===== config.mk =====
export PLATFORM = sky130hd
export DESIGN_NAME = mem_stage
export DESIGN_NICKNAME = d
export VERILOG_FILES = /design/src/rtl/mem_stage.sv
export SDC_FILE = /design/constraint.sdc
export NUM_CORES = 1
export LEC_CHECK = 0
export BUFFER_PORTS_ARGS = -buffer_cell sky130_fd_sc_hd__buf_4
export CAP_MARGIN = 15
export CORE_AREA = 2 2 97 99
export DETAILED_ROUTE_END_ITERATION = 8
export DIE_AREA = 0 0 99 101
export PLACE_DENSITY = 0.81
export SYNTH_ARGS = -nofsm -noshare
export SYNTH_HDL_FRONTEND = slang
export SYNTH_SLANG_ARGS = --single-unit

===== constraint.sdc =====
create_clock -name clk -period 4.23 [get_ports clk]
set_clock_uncertainty 0.2 [all_clocks]
set_input_delay 0.846 -clock clk [delete_from_list [all_inputs] [get_ports clk]]
set_output_delay 0.846 -clock clk [all_outputs]
set_load 0.02 [all_outputs]

===== src/rtl/mem_stage.sv =====
// MEM stage of the 5-stage MIPS pipeline: data-memory request/acknowledge
// transaction with alignment check, bounded wait and the MEM/WB register.
module mem_stage #(
    parameter int TIMEOUT = 255
) (
    input  logic        clk,
    input  logic        rst,
    input  logic [1:0]  WB_i,
    input  logic        MemRead_i,
    input  logic        MemWrite_i,
    input  logic [31:0] Address_i,
    input  logic [31:0] Write_data_i,
    input  logic [4:0]  rd_i,
    output logic        dmem_req_o,
    output logic        dmem_we_o,
    output logic [31:0] dmem_addr_o,
    output logic [31:0] dmem_wdata_o,
    input  logic        dmem_ack_i,
    input  logic [31:0] dmem_rdata_i,
    output logic        stall_o,
    output logic [1:0]  WB_o,
    output logic [31:0] ReadData_o,
    output logic [31:0] ALUResult_o,
    output logic [4:0]  rd_o,
    output logic        misalign_o,
    output logic        timeout_o
);

    typedef enum logic {S_IDLE = 1'b0, S_WAIT = 1'b1} state_t;

    localparam logic [7:0] CNT_LAST = 8'(TIMEOUT - 1);

    state_t      state_q, state_d;
    logic [7:0]  cnt_q, cnt_d;
    logic [1:0]  wb_q, wb_d;
    logic [31:0] rdata_q, rdata_d;
    logic [31:0] alu_q, alu_d;
    logic [4:0]  rd_q, rd_d;
    logic        mis_q, mis_d;
    logic        to_q, to_d;
    logic        stall;
    logic        access;
    logic        aligned;
    logic        is_load;

    assign access  = MemRead_i | MemWrite_i;
    assign aligned = (Address_i[1:0] == 2'b00);
    // Read and write together behave as a store.
    assign is_load = MemRead_i & ~MemWrite_i;

    // Handshake: dmem_req_o is high for every WAIT cycle and the request
    // fields are held by the frozen EX/MEM register; the transaction ends in
    // the one cycle dmem_ack_i is seen while dmem_req_o is high.
    assign dmem_req_o   = (state_q == S_WAIT) & ~rst;
    assign dmem_we_o    = MemWrite_i;
    assign dmem_addr_o  = Address_i;
    assign dmem_wdata_o = Write_data_i;
    assign stall_o      = stall & ~rst;

    assign WB_o        = wb_q;
    assign ReadData_o  = rdata_q;
    assign ALUResult_o = alu_q;
    assign rd_o        = rd_q;
    assign misalign_o  = mis_q;
    assign timeout_o   = to_q;

    always_comb begin
        state_d = state_q;
        cnt_d   = cnt_q;
        wb_d    = wb_q;
        rdata_d = rdata_q;
        alu_d   = alu_q;
        rd_d    = rd_q;
        mis_d   = 1'b0;
        to_d    = 1'b0;
        stall   = 1'b0;
        case (state_q)
            S_IDLE: begin
                if (access && aligned) begin
                    stall   = 1'b1;
                    state_d = S_WAIT;
                    cnt_d   = 8'd0;
                    wb_d    = 2'b00;
                end else begin
                    // Misaligned accesses are dropped and leave a bubble.
                    wb_d    = access ? 2'b00 : WB_i;
                    alu_d   = Address_i;
                    rd_d    = rd_i;
                    rdata_d = 32'd0;
                    mis_d   = access;
                end
            end
            S_WAIT: begin
                if (dmem_ack_i) begin
                    state_d = S_IDLE;
                    wb_d    = WB_i;
                    alu_d   = Address_i;
                    rd_d    = rd_i;
                    rdata_d = is_load ? dmem_rdata_i : 32'd0;
                end else if (cnt_q == CNT_LAST) begin
                    state_d = S_IDLE;
                    wb_d    = 2'b00;
                    alu_d   = Address_i;
                    rd_d    = rd_i;
                    rdata_d = 32'd0;
                    to_d    = 1'b1;
                end else begin
                    stall = 1'b1;
                    cnt_d = cnt_q + 8'd1;
                    wb_d  = 2'b00;
                end
            end
            default: state_d = S_IDLE;
        endcase
    end

    always_ff @(posedge clk or posedge rst) begin
        if (rst) begin
            state_q <= S_IDLE;
            cnt_q   <= 8'd0;
            wb_q    <= 2'b00;
            rdata_q <= 32'd0;
            alu_q   <= 32'd0;
            rd_q    <= 5'd0;
            mis_q   <= 1'b0;
            to_q    <= 1'b0;
        end else begin
            state_q <= state_d;
            cnt_q   <= cnt_d;
            wb_q    <= wb_d;
            rdata_q <= rdata_d;
            alu_q   <= alu_d;
            rd_q    <= rd_d;
            mis_q   <= mis_d;
            to_q    <= to_d;
        end
    end

endmodule

==> results of run 1 <==
[worst max-delay path by stage]
stage                            from                    endpoint  slack, ns  depth (start not counted)
finish                   Address_i[0]                     stall_o       1.05                          5
floorplan                         rst  ALUResult_o[0]$_DFFE_PP0P_       1.08                          1
detailed placement       Address_i[0]  ReadData_o[11]$_DFFE_PP0P_       0.98                          6
global route        state_q$_DFF_PP0_                     stall_o       1.04                          4
global placement         Address_i[0]  ReadData_o[12]$_DFFE_PP0P_       1.09                          6
CTS                      Address_i[0]                     stall_o       1.07                          5
[state kept, by name, summed over array words and instances (netlist names)]
signal,cells
state_q,1
rd_o,5
ALUResult_o,32
cnt_q,8
timeout_o,1
misalign_o,1
WB_o,2
ReadData_o,32
[cell type report]
cell class | count | area (µm²)
Sequential cell | 82 | 2050
Inverter | 4 | 16.3
Timing Repair Buffer | 187 | 1440
Clock buffer | 11 | 131
Multi-Input combinational cell | 124 | 1130
Tap cell | 111 | 139
Fill cell | 732 | 3980
Clock inverter | 5 | 78.8
[logic make-up (layout without fill, tap and decap cells)]
logic type                 count (synthesis)  count (layout)  synth area share (%)
adders and majority gates                  2               2                 0.658
AOI/OAI and AO/OA                         48              48                  10.3
and+or+nand+nor                           39              39                  5.63
muxes                                     35              35                  13.1
DFF                                       82              82                  53.9
buffers and inverters                     84             207                  16.4
[metrics by stage]
| stage | hold WS, ns | worst slack, ns | cells | cell area, µm² | utilization (%) |
|---|---|---|---|---|---|
| floorplan | 0.287 | 1.08 | 290 | 3800 | - |
| global placement | 0.284 | 1.09 | 506 | 4730 | 52.7 |
| detailed placement | 0.287 | 0.980 | 506 | 4730 | 52.7 |
| CTS | 0.309 | 1.07 | 522 | 4940 | 55.0 |
| global route | 0.215 | 1.04 | 524 | 4990 | 55.6 |
| finish | 0.223 | 1.05 | 524 | 4990 | 55.6 |
[synth_stat cells (3+ instances only)]
| cell type | instances | area share [%] |
|---|---|---|
| nor2b_1 | 3 | 0.49 |
| mux2_4 | 28 | 11 |
| o21ai_0 | 4 | 0.53 |
| nor3_1 | 5 | 0.66 |
| buf_2 | 3 | 0.39 |
| nor2_1 | 4 | 0.39 |
| nand3_1 | 11 | 1.4 |
| buf_4 | 66 | 13 |
| dfrtp_1 | 82 | 54 |
| buf_12 | 3 | 1.6 |
| nand2_1 | 5 | 0.49 |
| a22o_1 | 34 | 7.8 |
| a31oi_1 | 3 | 0.49 |
| mux2_2 | 7 | 2.1 |
| clkbuf_1 | 7 | 0.69 |
| inv_1 | 3 | 0.30 |
[worst reg2reg max path, delay by kind of cell (launching register included)]
kind | cells | cell delay [ns]
compound gates | 1 | 0.25
flops | 1 | 0.55
buf+inv | 2 | 0.88
simple gates | 2 | 0.91
[layer usage]
layer | global-route usage [%] | part of all wire, % | vias up
met1 | 21.1 | 39 | 1262
met5 | 0 | 0 | -
li1 | - | - | 1194
met3 | 4.72 | 9.4 | 19
met2 | 25.5 | 49 | 159
met4 | 6.95 | 2.2 | 0
[report_power, final]
part           internal (mW)  total [mW]  switching [mW]
Combinational          0.222       0.438           0.216
Sequential             0.854       0.910          0.0566
Clock                  0.332       0.598           0.266
Total                   1.41        1.95           0.538
==> results.py, run 1 <==
metrics = {
    "run_status": {
        "outcome": "finished, final reports clean",
    },
    "routing": {
        "vias": 2634,
        "antenna_left": 0,
        "routed_via_density": 5.03,
        "routedWlPerCell_um": 15.9,
        "dr.pass1.iters": 4,
        "wl_mm": 8.33,
        "drt-initial-drc-count": 75,
        "post-route-drc-count": 0,
    },
    "floorplanning": {
        "core_um2": 8980,
        "top_level_ports": 248,
        "fp-row-count": 35,
        "start_util_pct": 42.4,
        "dieArea_um2": 10000,
        "fp.dieH_um": 101,
        "dieWidth_um": 99,
    },
    "clocking": {
        "root_buffer": "clkbuf_8",
        "cts.path.max_buffers": 2,
        "path_clk_slew_ns": 0.08,
        "insertion_delay_ns": 0.34,
        "htree_num_levels": 3,
        "hold_buffers": 0,
        "numCtsBuffers": 9,
        "clock-sinks": 82,
        "tritoncts": "yes",
        "cts_resized": 0,
        "postCtsSetupRepairBufs": 0,
    },
    "timing": {
        "worst_pin_slew_ns": 0.808,
        "finalMaxSlewViolations": 0,
        "max_freq_mhz": 315,
        "rsz0062_at_grt": "no",
        "hold_viol": 0,
        "setup_viol": 0,
        "finalCritPeriodShare_pct": 75.1,
        "post-route-min-period_ns": 3.18,
        "finalSetupTns_ns": 0,
        "slew_headroom_pct": 45.6,
    },
    "global_route": {
        "antenna_found_initial": 0,
        "overflow": 0,
        "grt_max_degree": 62,
        "grt_pass1_wl_mm": 12.8,
        "grt_pass1_vias": 2542,
        "grt_usage_pct": 16.2,
    },
    "yosys": {
        "yosys_register_bits": 82,
        "netlist_area_um2": 3800,
        "synth_edf_count": 0,
        "avgSynthCellArea_um2": 13.1,
        "ys_async_sr_fraction_pct": 100,
        "yosys_warnings": 0,
        "synth_ff_type": "dfrtp_1",
        "synth.net_count": 400,
        "synth_cell_type_count": 34,
        "synthCells": 290,
        "synth_seq_area_share_pct": 53.9,
    },
    "final_layout": {
        "nets": 518,
        "antenna_cells": 0,
        "most-common-layout-cells": "buf_4, dfrtp_1, a22o_1",
        "drive_gt1_share_pct": 59.1,
        "final_common_cell": "buf_4",
        "syn_to_final_growth_pct": 31.3,
    },
    "power_and_ir_drop": {
        "power.leakage_nw": 2.63,
        "p_per_area_nw_per_um2": 390,
        "totalPowerFinal_mw": 1.95,
        "irDropWorstVdd_mv": 0.180,
    },
    "placement": {
        "dp_hpwl_mm": 6.07,
        "gp_congestion": 0.792,
        "portBuffers": 183,
    },
    "setup_path": {
        "cp-start-kind": "input port",
        "cp_common_cell": "buf_4",
        "critPathMaxFanout": 7,
        "crit_buf_inv": 2,
        "rrSetupSlack_ns": 1.38,
        "reg2reg_to": "ReadData_o[20]$_DFFE_PP0P_",
        "cp_top_family": "simple AND/OR/NAND/NOR gates",
        "cpPeakStageDelay_ns": 0.71,
        "r2r-start": "state_q$_DFF_PP0_",
        "cp.arrival_ns": 2.13,
        "critPathSlowestCell": "nor4_1",
        "setup.worst_path.end_class": "primary output",
        "r2r_cells": 5,
        "crit_required_ns": 3.18,
        "crit_chain": "buf_4 -> nor4_1 -> nor2_4 -> nor2_1 -> buf_4",
        "worst-setup-path-type": "in -> out",
    },
    "hold_path": {
        "worstHoldPathType": "in -> async",
    },
    "run": {
        "drv.max_cap_violation_count": 0,
    },
}
(Power assumes the default switching activity.)
==> run 2, diff against run 1 <==
Settings changed: CORE_AREA 2 2 97 99 to unset, CORE_UTILIZATION set to 38, DIE_AREA 0 0 99 101 to unset, PLACE_DENSITY 0.81 to 0.76.
Clock period 4.23 ns to 2.78 ns, I/O delays scaled along.
==> results.py, run 2 (same netlist as run 1, synthesis figures left out) <==
metrics = {
    "setup_path": {
        "critPathSlowestCell": "dfrtp_1",
        "cp.arrival_ns": 1.81,
        "critPathMaxFanout": 14,
        "setup.worst_path.end_class": "primary output",
        "cp-start-kind": "flop",
        "cpPeakStageDelay_ns": 0.61,
        "worst-setup-path-type": "reg -> out",
        "crit_chain": "nand2b_1 -> a21oi_2 -> nor2_4 -> nor2_1 -> buf_4",
        "rrSetupSlack_ns": 0.59,
        "crit_required_ns": 2.02,
    },
    "timing": {
        "finalCritPeriodShare_pct": 92.4,
        "finalSetupTns_ns": 0,
        "rsz0062_at_grt": "no",
        "post-route-min-period_ns": 2.57,
        "max_freq_mhz": 389,
        "finalMaxSlewViolations": 0,
        "hold_viol": 0,
        "worst_pin_slew_ns": 0.570,
        "slew_headroom_pct": 61.9,
        "setup_viol": 0,
        "timing.final.ws_setup_ns": 0.211,
        "holdWs_ns": 0.0744,
    },
    "clocking": {
        "insertion_delay_ns": 0.35,
        "cts.path.max_buffers": 2,
        "postCtsSetupRepairBufs": 0,
        "path_clk_slew_ns": 0.08,
        "clock-sinks": 82,
        "hold_buffers": 0,
        "htree_num_levels": 3,
        "tritoncts": "yes",
        "root_buffer": "clkbuf_8",
        "numCtsBuffers": 9,
        "cts_resized": 0,
    },
    "power_and_ir_drop": {
        "power.leakage_nw": 2.63,
        "p_per_area_nw_per_um2": 590,
        "irDropWorstVdd_mv": 0.244,
    },
    "run_status": {
        "outcome": "finished, final reports clean",
    },
    "routing": {
        "routed_via_density": 4.82,
        "post-route-drc-count": 0,
        "routedWlPerCell_um": 15.5,
        "drt-initial-drc-count": 48,
        "dr.pass1.iters": 4,
        "vias": 2641,
        "wl_mm": 8.49,
        "antenna_left": 0,
    },
    "placement": {
        "placed_cells": 531,
        "place_ws_ns": 0.470,
        "dp_hpwl_mm": 6.05,
        "portBuffers": 183,
        "gp_congestion": 0.803,
    },
    "final_layout": {
        "register_area_um2": 2050,
        "nFillCells": 865,
        "nets": 520,
        "final_util_pct": 51.8,
        "multi_input_area_um2": 1130,
        "most-common-layout-cells": "buf_4, dfrtp_1, a22o_1",
        "drive_gt1_share_pct": 59.8,
        "syn_to_final_growth_pct": 32.5,
        "antenna_cells": 0,
        "final_common_cell": "buf_4",
        "stdcell_count": 548,
    },
    "global_route": {
        "grt_usage_pct": 16.0,
        "antenna_found_initial": 0,
        "overflow": 0,
        "grt_pass1_vias": 2530,
        "grt_pass1_wl_mm": 12.6,
        "grt_max_degree": 59,
    },
    "floorplanning": {
        "top_level_ports": 248,
        "dieArea_um2": 10400,
        "start_util_pct": 39.1,
        "dieWidth_um": 102,
        "fp-row-count": 36,
        "core_um2": 9730,
        "fp.dieH_um": 102,
    },
    "run": {
        "drv.max_cap_violation_count": 0,
    },
    "hold_path": {
        "worstHoldPathType": "in -> async",
    },
}
## run 2: critical path, delay by kind of cell (launching register included)
| kind | cells | cell delay [ns] |
|---|---|---|
| flip-flops | 1 | 0.61 |
| buffers and inverters | 1 | 0.15 |
| AO/OA/AOI/OAI | 1 | 0.25 |
| AND/OR/NAND/NOR | 3 | 0.47 |
## run 2: layout make-up
type / instances / share of cell area, %
Tap cell: 133 / 3.30
Clock buffer: 9 / 2.46
Multi-Input combinational cell: 124 / 22.5
Sequential cell: 82 / 40.7
Timing Repair Buffer: 189 / 29.0
Clock inverter: 7 / 1.64
Inverter: 4 / 0.372
## run 2: worst paths after layout
| kind | from | cells past startpoint | end |
|---|---|---|---|
| max | state_q$_DFF_PP0_ | 5 | stall_o |
| min | rst | 2 | rd_o[0]$_DFFE_PP0P_ |
| max reg2reg | state_q$_DFF_PP0_ | 5 | ALUResult_o[26]$_DFFE_PP0P_ |
| min reg2reg | ALUResult_o[27]$_DFFE_PP0P_ | 1 | ALUResult_o[27]$_DFFE_PP0P_ |
| max in group asynchronous | rst | 3 | state_q$_DFF_PP0_ |
| min in group clk | dmem_rdata_i[4] | 2 | ReadData_o[4]$_DFFE_PP0P_ |
## run 2: through the flow
step | cell area, µm² | power [mW]
2_1_floorplan | 3810 | 1.88
3_3_place_gp | 4810 | 2.07
3_5_place_dp | 4810 | 2.09
4_1_cts | 5010 | 3.02
5_1_grt | 5040 | 3.13
6_report | 5040 | 2.97
## run 2: layer usage
metal | track usage, % | vias to the layer above | wire length [µm]
li1 | - | 1200 | -
met1 | 18.9 | 1280 | 3420
met2 | 27.2 | 148 | 4150
met3 | 4.31 | 13 | 775
met4 | 7.14 | 0 | 143
met5 | 0 | - | 0
## run 2: where the power goes
group | total [mW] | internal (mW) | switching, mW | leakage [nW]
registers | 1.38 | 1.30 | 0.0857 | 1.05
logic | 0.676 | 0.344 | 0.332 | 1.48
clock network | 0.912 | 0.433 | 0.479 | 0.104
total | 2.97 | 2.08 | 0.897 | 2.63
==> run 3, diff against run 2 <==
--- a/config.mk
+++ b/config.mk
@@ -11,4 +11,5 @@
 export DETAILED_ROUTE_END_ITERATION = 8
 export PLACE_DENSITY = 0.76
+export REMOVE_ABC_BUFFERS = 1
 export SYNTH_ARGS = -nofsm -noshare
 export SYNTH_HDL_FRONTEND = slang
--- a/constraint.sdc
+++ b/constraint.sdc
@@ -3,3 +3,3 @@
 set_input_delay 0.556 -clock clk [delete_from_list [all_inputs] [get_ports clk]]
 set_output_delay 0.556 -clock clk [all_outputs]
-set_load 0.02 [all_outputs]
+set_load 0.05 [all_outputs]
==> results.py, run 3 (same netlist as run 1, synthesis figures left out) <==
metrics = {
    "run_status": {
        "outcome": "finished, final reports clean",
    },
    "setup_path": {
        "r2r-start": "state_q$_DFF_PP0_",
        "crit_chain": "nand2b_1 -> a21oi_2 -> nor2_4 -> nor2_1 -> buf_4",
        "worst-setup-path-type": "reg -> out",
        "cpPeakStageDelay_ns": 0.61,
        "crit_end": "stall_o",
        "critPathSlowestCell": "dfrtp_1",
        "setup.worst_path.end_class": "primary output",
        "critPathLaunch": "state_q$_DFF_PP0_",
        "r2r_cells": 6,
        "cp-start-kind": "flop",
        "cp.arrival_ns": 1.83,
        "rrSetupSlack_ns": 0.40,
        "cp_top_family": "flip-flops",
        "reg2reg_to": "ReadData_o[26]$_DFFE_PP0P_",
        "critPathMaxFanout": 14,
        "cp.depth": 5,
        "crit_required_ns": 2.02,
        "crit_buf_inv": 1,
    },
    "placement": {
        "portBuffers": 183,
        "dp_hpwl_mm": 6.83,
        "placed_area_um2": 4790,
        "gp_congestion": 0.776,
    },
    "timing": {
        "worst_pin_slew_ns": 0.681,
        "slew_headroom_pct": 54.6,
        "finalMaxSlewViolations": 0,
        "max_freq_mhz": 387,
        "hold_viol": 0,
        "setup_viol": 0,
        "rsz0062_at_grt": "no",
        "post-route-min-period_ns": 2.58,
        "finalCritPeriodShare_pct": 92.9,
    },
    "clocking": {
        "insertion_delay_ns": 0.34,
        "cts_resized": 0,
        "path_clk_slew_ns": 0.08,
        "tritoncts": "yes",
        "clock-sinks": 82,
        "numCtsBuffers": 9,
        "cts.path.max_buffers": 2,
        "root_buffer": "clkbuf_8",
        "postCtsSetupRepairBufs": 0,
        "hold_buffers": 0,
        "htree_num_levels": 3,
    },
    "routing": {
        "dr.pass1.iters": 4,
        "wl_mm": 9.37,
        "drt-initial-drc-count": 63,
        "routed_via_density": 4.91,
        "routedWlPerCell_um": 17.2,
        "antenna_left": 0,
        "vias": 2680,
        "post-route-drc-count": 0,
    },
    "hold_path": {
        "worstHoldPathType": "in -> async",
    },
    "power_and_ir_drop": {
        "irDropWorstVdd_mv": 0.224,
        "p_per_area_nw_per_um2": 635,
        "totalPowerFinal_mw": 3.18,
        "power.leakage_nw": 2.61,
    },
    "floorplanning": {
        "dieArea_um2": 10400,
        "fp-row-count": 36,
        "fp.dieH_um": 102,
        "start_util_pct": 39.1,
        "core_um2": 9730,
        "dieWidth_um": 102,
        "top_level_ports": 248,
    },
    "global_route": {
        "overflow": 0,
        "grt_pass1_vias": 2494,
        "grt_max_degree": 45,
        "grt_usage_pct": 17.4,
        "grt_pass1_wl_mm": 13.4,
        "antenna_found_initial": 0,
    },
    "final_layout": {
        "antenna_cells": 0,
        "final_common_cell": "buf_4",
        "syn_to_final_growth_pct": 31.6,
        "most-common-layout-cells": "buf_4, dfrtp_1, a22o_1",
        "drive_gt1_share_pct": 59.6,
        "design_area_um2": 5000,
        "nets": 518,
    },
    "run": {
        "drv.max_cap_violation_count": 0,
    },
}
## run 3: cell count changes in the layout (fill, tap and decap cells not counted)
cell	previous run	this run
inv_6	2	3
clkinv_2	1	2
inv_8	2	0
buf_4	186	184
buf_16	1	0
buf_8	0	1
## run 3: where the power goes
group          internal, mW  total, mW  leakage (nW)  switching, mW
sequential             1.30       1.39          1.05         0.0882
combinational         0.344      0.920          1.47          0.576
clock                 0.423      0.872        0.0966          0.449
## run 3: area by class of cell
| class | instances | area (µm²) |
|---|---|---|
| well taps | 133 | 166 |
| inverters | 4 | 16.3 |
| flip-flops and latches | 82 | 2050 |
| fillers | 856 | 4720 |
| clock inverters | 7 | 76.3 |
| repair buffers | 187 | 1440 |
| clock buffers | 9 | 124 |
| multi-input cells | 124 | 1130 |
## run 3: through the flow
stage | util, % | worst slack [ns] | instances | hold WS, ns | setup TNS, ns
finish | 51.4 | 0.196 | 546 | 0.120 | 0
global placement | 49.2 | 0.414 | 529 | 0.284 | 0
floorplan | - | -0.877 | 210 | 0.287 | -37.16
detailed placement | 49.2 | 0.347 | 529 | 0.284 | 0
global route | 51.4 | 0.00930 | 546 | 0.157 | 0
CTS | 51.3 | 0.165 | 545 | 0.132 | 0
## run 3: how the worst min path moves through the flow
stage | endpoint | from | cells past startpoint
finish | ALUResult_o[29]$_DFFE_PP0P_ | rst | 2
global route | ALUResult_o[29]$_DFFE_PP0P_ | rst | 2
CTS | ReadData_o[2]$_DFFE_PP0P_ | rst | 2
detailed placement | ReadData_o[24]$_DFFE_PP0P_ | ReadData_o[24]$_DFFE_PP0P_ | 1
global placement | ReadData_o[31]$_DFFE_PP0P_ | ReadData_o[31]$_DFFE_PP0P_ | 1
floorplan | cnt_q[7]$_DFFE_PP0P_ | cnt_q[7]$_DFFE_PP0P_ | 1
## run 3: routing by layer
layer / routed length [µm] / global-route usage (%)
met5: 0 / 1.92
met4: 102 / 5.60
met3: 1140 / 8.82
met2: 4030 / 25.2
met1: 4100 / 22.5
## run 3: worst register-to-register path, stage by stage, from the launching register on
cell and delay, ns:
dfrtp_1 0.61, nand2b_1 0.28, a21oi_2 0.24, nor2_4 0.07
buf_12 0.18, inv_2 0.51, a22o_1 0.24
